## src/rtl/clear_arb_pipeline.sv

```systemverilog
// Viewport clear generator feeding a fixed-priority pixel arbiter
// (clear > raster > simd). The arbiter is combinational, so it adds no latency.
module clear_arb_pipeline (
    input  logic        clk,
    input  logic        rst_n,
    input  logic        start,
    output logic        done,
    input  logic [31:0] color,
    input  logic [31:0] xmin,
    input  logic [31:0] ymin,
    input  logic [31:0] xmax,
    input  logic [31:0] ymax,
    input  logic        raster_valid,
    input  logic [31:0] raster_x,
    input  logic [31:0] raster_y,
    input  logic [31:0] raster_color,
    input  logic        simd_valid,
    input  logic [31:0] simd_x,
    input  logic [31:0] simd_y,
    input  logic [31:0] simd_color,
    output logic        pixel_valid,
    output logic [31:0] pixel_x,
    output logic [31:0] pixel_y,
    output logic [31:0] pixel_color
);

    typedef enum logic {
        IDLE = 1'b0,
        BUSY = 1'b1
    } state_t;

    state_t      state_q, state_d;
    logic        clear_valid_q, clear_valid_d;
    logic        done_q, done_d;
    logic [31:0] clear_x_q, clear_x_d;
    logic [31:0] clear_y_q, clear_y_d;
    logic [31:0] color_q, color_d;
    logic [31:0] xmin_q, xmin_d;
    logic [31:0] xmax_q, xmax_d;
    logic [31:0] ymax_q, ymax_d;

    always_ff @(posedge clk or negedge rst_n) begin
        if (!rst_n) begin
            state_q       <= IDLE;
            clear_valid_q <= 1'b0;
            done_q        <= 1'b0;
            clear_x_q     <= '0;
            clear_y_q     <= '0;
            color_q       <= '0;
            xmin_q        <= '0;
            xmax_q        <= '0;
            ymax_q        <= '0;
        end else begin
            state_q       <= state_d;
            clear_valid_q <= clear_valid_d;
            done_q        <= done_d;
            clear_x_q     <= clear_x_d;
            clear_y_q     <= clear_y_d;
            color_q       <= color_d;
            xmin_q        <= xmin_d;
            xmax_q        <= xmax_d;
            ymax_q        <= ymax_d;
        end
    end

    always_comb begin
        state_d       = state_q;
        clear_valid_d = clear_valid_q;
        done_d        = 1'b0;
        clear_x_d     = clear_x_q;
        clear_y_d     = clear_y_q;
        color_d       = color_q;
        xmin_d        = xmin_q;
        xmax_d        = xmax_q;
        ymax_d        = ymax_q;
        case (state_q)
            IDLE: begin
                if (start) begin
                    color_d = color;
                    xmin_d  = xmin;
                    xmax_d  = xmax;
                    ymax_d  = ymax;
                    // The y counter doubles as the ymin latch: it starts there.
                    clear_x_d = xmin;
                    clear_y_d = ymin;
                    if ((xmax < xmin) || (ymax < ymin)) begin
                        done_d = 1'b1;
                    end else begin
                        state_d       = BUSY;
                        clear_valid_d = 1'b1;
                    end
                end
            end
            BUSY: begin
                // Compare before incrementing so all-ones bounds never wrap.
                if (clear_x_q == xmax_q) begin
                    if (clear_y_q == ymax_q) begin
                        state_d       = IDLE;
                        clear_valid_d = 1'b0;
                        done_d        = 1'b1;
                    end else begin
                        clear_x_d = xmin_q;
                        clear_y_d = clear_y_q + 32'd1;
                    end
                end else begin
                    clear_x_d = clear_x_q + 32'd1;
                end
            end
            default: state_d = IDLE;
        endcase
    end

    assign done = done_q;

    always_comb begin
        pixel_valid = 1'b0;
        pixel_x     = '0;
        pixel_y     = '0;
        pixel_color = '0;
        if (clear_valid_q) begin
            pixel_valid = 1'b1;
            pixel_x     = clear_x_q;
            pixel_y     = clear_y_q;
            pixel_color = color_q;
        end else if (raster_valid) begin
            pixel_valid = 1'b1;
            pixel_x     = raster_x;
            pixel_y     = raster_y;
            pixel_color = raster_color;
        end else if (simd_valid) begin
            pixel_valid = 1'b1;
            pixel_x     = simd_x;
            pixel_y     = simd_y;
            pixel_color = simd_color;
        end
    end

endmodule

```

## config.mk

```make
export PLATFORM = sky130hd
export DESIGN_NAME = clear_arb_pipeline
export DESIGN_NICKNAME = d
export VERILOG_FILES = /design/src/rtl/clear_arb_pipeline.sv
export SDC_FILE = /design/constraint.sdc
export NUM_CORES = 1
export LEC_CHECK = 0
export CORE_MARGIN = 2
export CORE_UTILIZATION = 42
export DETAILED_ROUTE_END_ITERATION = 8
export HOLD_SLACK_MARGIN = 0.15
export MAX_ROUTING_LAYER = met4
export PLACE_DENSITY = 0.78
export SLEW_MARGIN = 20
export SYNTH_ARGS = -nofsm -noshare
export SYNTH_HDL_FRONTEND = slang
export SYNTH_SLANG_ARGS = --single-unit
```

## constraint.sdc

```tcl
create_clock -name clk -period 2.15 [get_ports clk]
set_input_delay 0.215 -clock clk [delete_from_list [all_inputs] [get_ports clk]]
set_output_delay 0.215 -clock clk [all_outputs]
set_load 0.1 [all_outputs]
```

==> results of run 1 <==
-- final cells by class --
| class | instances | area (um2) |
|---|---|---|
| flip-flops and latches | 195 | 4890 |
| fillers | 2241 | 8140 |
| inverters | 71 | 267 |
| diodes | 1 | 2.50 |
| clock inverters | 14 | 159 |
| repair buffers | 724 | 8000 |
| multi-input cells | 1304 | 9000 |
| clock buffers | 18 | 429 |
| well taps | 402 | 503 |
-- where the power goes --
part / total [mW] / internal, mW / leakage [nW] / switching, mW
Combinational: 4.45 / 2.06 / 7.69 / 2.39
Clock: 3.32 / 1.67 / 0.290 / 1.66
Sequential: 4.02 / 3.87 / 2.52 / 0.155
-- logic make-up (layout without fill, tap and decap cells) --
| logic type | Yosys count | in the layout |
|---|---|---|
| buffers and inverters | 202 | 827 |
| adder cells (fa/ha/maj) | 64 | 64 |
| AND/OR/NAND/NOR | 653 | 654 |
| AO/OA/AOI/OAI | 477 | 477 |
| flip-flops | 195 | 195 |
| other | 0 | 1 |
| multiplexers | 28 | 28 |
| XOR/XNOR | 81 | 81 |
-- layer usage --
layer | vias to the layer above | routed length (um)
li1 | 7167 | -
met1 | 7583 | 22900
met2 | 805 | 28200
met3 | 119 | 4410
met4 | 0 | 1640
met5 | - | 0
-- registers in the layout, indices dropped and copies added (netlist names) --
register       flops
xmax_q            32
xmin_q            32
clear_valid_q      1
state_q            1
clear_x_q         32
color_q           32
done               1
clear_y_q         32
ymax_q            32
-- worst paths after layout --
kind | to | depth (start not counted) | startpoint | slack (ps)
setup reg to reg | clear_x_q[23] | 10 | xmax_q[18] | -250
hold reg to reg | color_q[24] | 2 | color_q[24] | 480
setup / recovery | clear_x_q[23] | 10 | xmax_q[18] | -250
min in group asynchronous | ymax_q[3] | 2 | rst_n | 290
hold / removal | color_q[24] | 3 | color[24] | 280
max in group asynchronous | xmax_q[10] | 3 | rst_n | 1130
-- worst register-to-register path, cell delays in order (launching register included) --
cell and delay [ps]:
dfrtp_1 410, xnor2_1 130, buf_4 150, nand4_1 200
nor4_4 60, and2_4 160, buf_4 140, a41oi_4 390
clkbuf_16 240, o21ai_1 70, a221o_1 320
-- cells in the final DEF, fill, tap and decap left out, types with 8 or more instances in the layout --
| cell | count |
|---|---|
| xnor2_1 | 64 |
| a21oi_1 | 62 |
| nand3_1 | 41 |
| a221oi_1 | 8 |
| xnor2_2 | 13 |
| nor2_1 | 23 |
| and3_1 | 12 |
| a21o_1 | 29 |
| clkbuf_16 | 20 |
| o21ai_0 | 66 |
| nand2_1 | 470 |
| o22ai_1 | 21 |
| buf_12 | 118 |
| inv_1 | 71 |
| ha_1 | 64 |
| buf_6 | 10 |
| buf_4 | 230 |
| dfrtp_1 | 193 |
| a22oi_1 | 89 |
| nand4_1 | 39 |
| a21oi_2 | 26 |
| clkdlybuf4s50_1 | 353 |
| a211oi_1 | 12 |
| mux2i_1 | 20 |
| o21ai_2 | 30 |
| nand2b_1 | 9 |
| o21ai_4 | 62 |
-- timing repair --
| action | 4_1_cts | 5_1_grt |
|---|---|---|
| buffers inserted | 13 | 6 |
| pin swaps | 18 | 13 |
| gates resized for setup | 76 | 48 |
| setup endpoints to repair | 124 | 69 |
| cloned | 3 | 3 |
| hold buffers | 1 | 0 |
| hold endpoints to repair | 54 | 0 |
==> metrics.md, run 1 <==
| Metric | Value |
|---|---|
| Ports | `455` |
| Average wire per standard cell | `20.9 um` |
| Pins over their slew limit | `0` |
| Avg Inst Size Synth | `7.84 um2` |
| Dominant cell type by area after synthesis | `dfrtp_1` |
| Dpl hpwl | `42700 um` |
| Worst-skew pair later-pin latency | `460 ps` |
| Slack of the critical path | `-245 ps` |
| Total power | `11.8 mW` |
| DP Worst Slack | `-445 ps` |
| Worst setup SP type | `register` |
| Core Util, Final | `74.1%` |
| Met2 Use GR | `56.6%` |
| Most frequent cell on the critical path | `buf_4` |
| Post-synthesis mux area share | `2.16%` |
| Drt first pass iters | `6` |
| Final #Nets | `2734` |
| Placed insts | `2670` |
| Met3 GRT Util | `6.27%` |
| CP Class | `reg -> reg` |
| Pwr/cell area | `507 nW/um2` |
| Leak pwr | `10.5 nW` |
| Main synth FF type | `dfrtp_1` |
| Growth of design area from synthesis to finish | `74.4%` |
| Failing checks | `setup timing` |
| Tot GR Track Use | `34.0%` |
| CTS Buf Count | `17` |
| Clk_skew | `19.8 ps` |
| Post-synthesis compound-gate area fraction | `22.3%` |
| Post-Route WL | `57100 um` |
| CTS Buffer Depth | `2` |
| Crit end category | `register` |
| Fmax | `0.418 GHz` |
| Initial antenna violation count | `1` |
| WP data required | `2490 ps` |
| Final cell count without fillers | `2729` |
| CTS tree | `built` |
| Worst-path cell chain | `xnor2_1, buf_4, nand4_1, nor4_4, and2_4, buf_4, a41oi_4, clkbuf_16, o21ai_1, a221o_1` |
| FP Rows | `65` |
| RSZ-0062 raised after global routing | `true` |
| Worst-margin pin slew | `538 ps` |
| EDFF count, synth | `0` |
| Arrival time worst endpoint | `2730 ps` |
| DRT antenna net count | `0` |
| Top-count cell post-synth | `nand2_1` |
| Final Hold Fails | `0` |
| Clock Tree Root | `clkbuf_16` |
| Fin area | `23300 um2` |
| Largest net degree at the start of global routing | `65` |
| DIE AREA | `33200 um2` |
| Status | `finished, violations left` |
| CP Max Fanout | `5` |
| Met1 usage | `42.3%` |
| Fin Setup TNS | `-8820 ps` |
| Delay-heaviest family, CP | `compound AO/OA/AOI/OAI gates` |
| Die Ht | `182 um` |
| Post-synth top cells | `nand2_1, dfrtp_1, o21ai_0` |
| Synth top area share | `36.6%` |
| Post-Syn Area | `13300 um2` |
| Xor/xnor share of the synthesized area | `5.32%` |
| Placed inst area | `21700 um2` |
| Synth Instances | `1700` |
| Rel. slew slack | `64.1%` |
| Worst Hold Slack | `281 ps` |
| DIE WIDTH | `182 um` |
| CP bufs+invs | `3` |
| Synth area leaders | `dfrtp_1, nand2_1, o21ai_0` |
| Gr ovfl total | `0` |
| Largest stage delay on the critical path | `410 ps` |
| Core footprint | `31400 um2` |
| Final setup vio count | `67` |
| Simple-gate area share of the yosys netlist | `21.3%` |
| Max Cap Viol | `0` |
| Via count | `15700` |
| Routability cong. | `0.958` |
| Main combinational cell family by area after synthesis | `compound AO/OA/AOI/OAI gates` |
| Synth Warn # | `0` |
| Distinct cells, synth | `68` |
| Global-route wire length before repair | `85400 um` |
| Worst Hold Class | `in -> reg` |
| Maximum VDD drop | `502 uV` |
| Adder-Cell Fraction of Synth Area | `6.01%` |
| Layout cells sized above 1 | `25.9%` |
| DRC viols | `0` |
| Minimum clock period | `2400 ps` |
| Initial DRC Count | `1511` |
| Synth async-reset ratio | `100%` |
| Slowest cell on the critical path | `dfrtp_1` |
| Post-synthesis sequential area ratio | `36.6%` |
| Starting density of the core | `42.5%` |
| GR peak layer | `met2` |
| Via-per-instance ratio | `5.74` |
| TritonCTS sink count | `195` |
| Final period utilization | `111%` |
| PortBufs | `454` |
| Seq cells post-synth | `195` |
| Vias in the first global route | `15400` |
| Clock transition at path regs | `80 ps` |
| Syn_nets | `2121` |
| CTS H-tree depth | `4` |
Power figures use the tool's default switching activity.
==> run 2: changes to the inputs <==
--- a/config.mk
+++ b/config.mk
@@ -5,12 +5,13 @@
 export SDC_FILE = /design/constraint.sdc
 export NUM_CORES = 1
 export LEC_CHECK = 0
+export ABC_CLOCK_PERIOD_IN_PS = 2150
 export CORE_MARGIN = 2
 export CORE_UTILIZATION = 42
 export DETAILED_ROUTE_END_ITERATION = 8
 export HOLD_SLACK_MARGIN = 0.15
 export MAX_ROUTING_LAYER = met4
-export PLACE_DENSITY = 0.78
+export PLACE_DENSITY = 0.82
 export SLEW_MARGIN = 20
 export SYNTH_ARGS = -nofsm -noshare
 export SYNTH_HDL_FRONTEND = slang
==> metrics.md, run 2 (synthesis gave the netlist of run 1 again) <==
| Metric | Value |
|---|---|
| Final #Nets | `2736` |
| Routability cong. | `0.968` |
| Reg power frac | `34.5%` |
| Ports | `455` |
| Global-route wire length before repair | `87800 um` |
| DIE AREA | `33200 um2` |
| Clock Tree Root | `clkbuf_16` |
| RSZ-0062 raised after global routing | `true` |
| Die Ht | `182 um` |
| Final cell count without fillers | `2731` |
| Leak pwr | `10.6 nW` |
| Average wire per standard cell | `21.7 um` |
| CTS Buffer Depth | `2` |
| Worst setup SP type | `register` |
| Met2 Use GR | `57.3%` |
| Met3 GRT Util | `5.93%` |
| Growth of design area from synthesis to finish | `77.3%` |
| Tot GR Track Use | `34.9%` |
| FILL cells | `2084` |
| Final period utilization | `111%` |
| Crit end category | `register` |
| DIE WIDTH | `182 um` |
| Largest net degree at the start of global routing | `80` |
| Pwr/cell area | `495 nW/um2` |
| Via-per-instance ratio | `5.83` |
| CP Max Fanout | `7` |
| Initial antenna violation count | `1` |
| CP Class | `reg -> reg` |
| CTS H-tree depth | `4` |
| Rel. slew slack | `63.9%` |
| DRT antenna net count | `0` |
| Worst-skew pair later-pin latency | `450 ps` |
| Via count | `15900` |
| Starting density of the core | `42.5%` |
| Clk pwr share | `27.0%` |
| Pins over their slew limit | `0` |
| Drt first pass iters | `9` |
| Final Hold Fails | `0` |
| Gate power share | `38.5%` |
| DRC viols | `0` |
| Worst R2R Setup Slack | `-250 ps` |
| Met1 usage | `43.4%` |
| Post-Route WL | `59200 um` |
| Most frequent cells in the layout | `nand2_1, clkdlybuf4s50_1, buf_4, dfrtp_1, buf_12` |
| Fmax | `0.417 GHz` |
| Dpl hpwl | `42800 um` |
| Layout cells sized above 1 | `27.5%` |
| Failing checks | `setup timing` |
| Internal power | `7.50 mW` |
| Initial DRC Count | `1726` |
| PortBufs | `454` |
| Minimum clock period | `2400 ps` |
| Vias in the first global route | `15900` |
| Max Cap Viol | `0` |
| Commonest non-fill, non-tap cell in the layout | `nand2_1` |
| Maximum VDD drop | `425 uV` |
| GR peak layer | `met2` |
| Arrival time worst endpoint | `2710 ps` |
| Slack of the critical path | `-247 ps` |
| Sw frac | `35.9%` |
| Clock transition at path regs | `80 ps` |
| Core footprint | `31400 um2` |
| WP data required | `2460 ps` |
| Switching pwr | `4.19 mW` |
| Gr ovfl total | `0` |
| TritonCTS sink count | `195` |
| Placed insts | `2666` |
| DP Worst Slack | `-600 ps` |
| Clk_skew | `19.0 ps` |
| Worst-margin pin slew | `541 ps` |
| CTS Buf Count | `17` |
| CTS tree | `built` |
| Final setup vio count | `65` |
| Status | `finished, violations left` |
| Worst Hold Class | `in -> reg` |
| FP Rows | `65` |
[run 2: area by class of cell]
cell class	count	area, um2	share of cell area (%)
well taps	402	503	2.13
inverters	71	267	1.13
diodes	1	2.50	0.0106
multi-input cells	1303	9320	39.4
repair buffers	727	8090	34.2
clock buffers	17	425	1.80
clock inverters	15	148	0.625
flip-flops and latches	195	4890	20.7
[run 2: through the flow]
stage	utilization [%]	TNS, ps	cell area [um2]	power, mW	hold WS (ps)
after floorplan	-	-1090	14200	6.26	-80.6
after global placement	69.3	-15740	21700	8.31	217
after detailed placement	69.3	-18120	21700	8.40	219
after CTS	73.5	-12110	23100	11.6	290
after global routing	75.3	-15440	23600	12.1	290
final	75.3	-9440	23600	11.7	290
[run 2: power groups by stage]
stage / sequential [mW] / combinational, mW / clock, mW
2_1_floorplan: 4.05 / 2.21 / 0
3_3_place_gp: 4.08 / 4.23 / 0
3_5_place_dp: 4.09 / 4.31 / 0
4_1_cts: 4.02 / 4.43 / 3.17
5_1_grt: 4.06 / 4.71 / 3.34
6_report: 4.03 / 4.51 / 3.15
[run 2: critical path, cell delays in order (launching register included)]
cell and delay (ps):
dfrtp_1 410, xnor2_1 310, nand4_1 200, nor4_4 310, and2_4 240, a31o_4 280
buf_12 190, o21ai_2 60, a22o_1 250
[run 2: path summary, 6_finish.rpt]
kind                            start            end  depth (start not counted)
max                        xmax_q[20]  clear_y_q[15]                          8
min                         color[22]    color_q[22]                          3
max reg2reg                xmax_q[20]  clear_y_q[15]                          8
min reg2reg                xmin_q[26]     xmin_q[26]                          2
max in group asynchronous       rst_n    color_q[31]                          3
min in group asynchronous       rst_n      ymax_q[5]                          2
[run 2: repair_timing]
item | in CTS | in global routing
endpoints found under the setup margin | 81 | 67
gates resized for setup | 104 | 83
pin swaps | 16 | 20
hold buffers | 1 | 0
cloned | 10 | 1
hold endpoints to repair | 78 | 0
buffers inserted | 13 | 10
[run 2: per-layer routing]
layer | part of all wire (%) | vias to the layer above | wire length [um]
li1 | - | 7163 | -
met1 | 39 | 7704 | 23100
met2 | 49 | 879 | 29000
met3 | 7.9 | 167 | 4670
met4 | 4.0 | 0 | 2350
met5 | 0 | - | 0
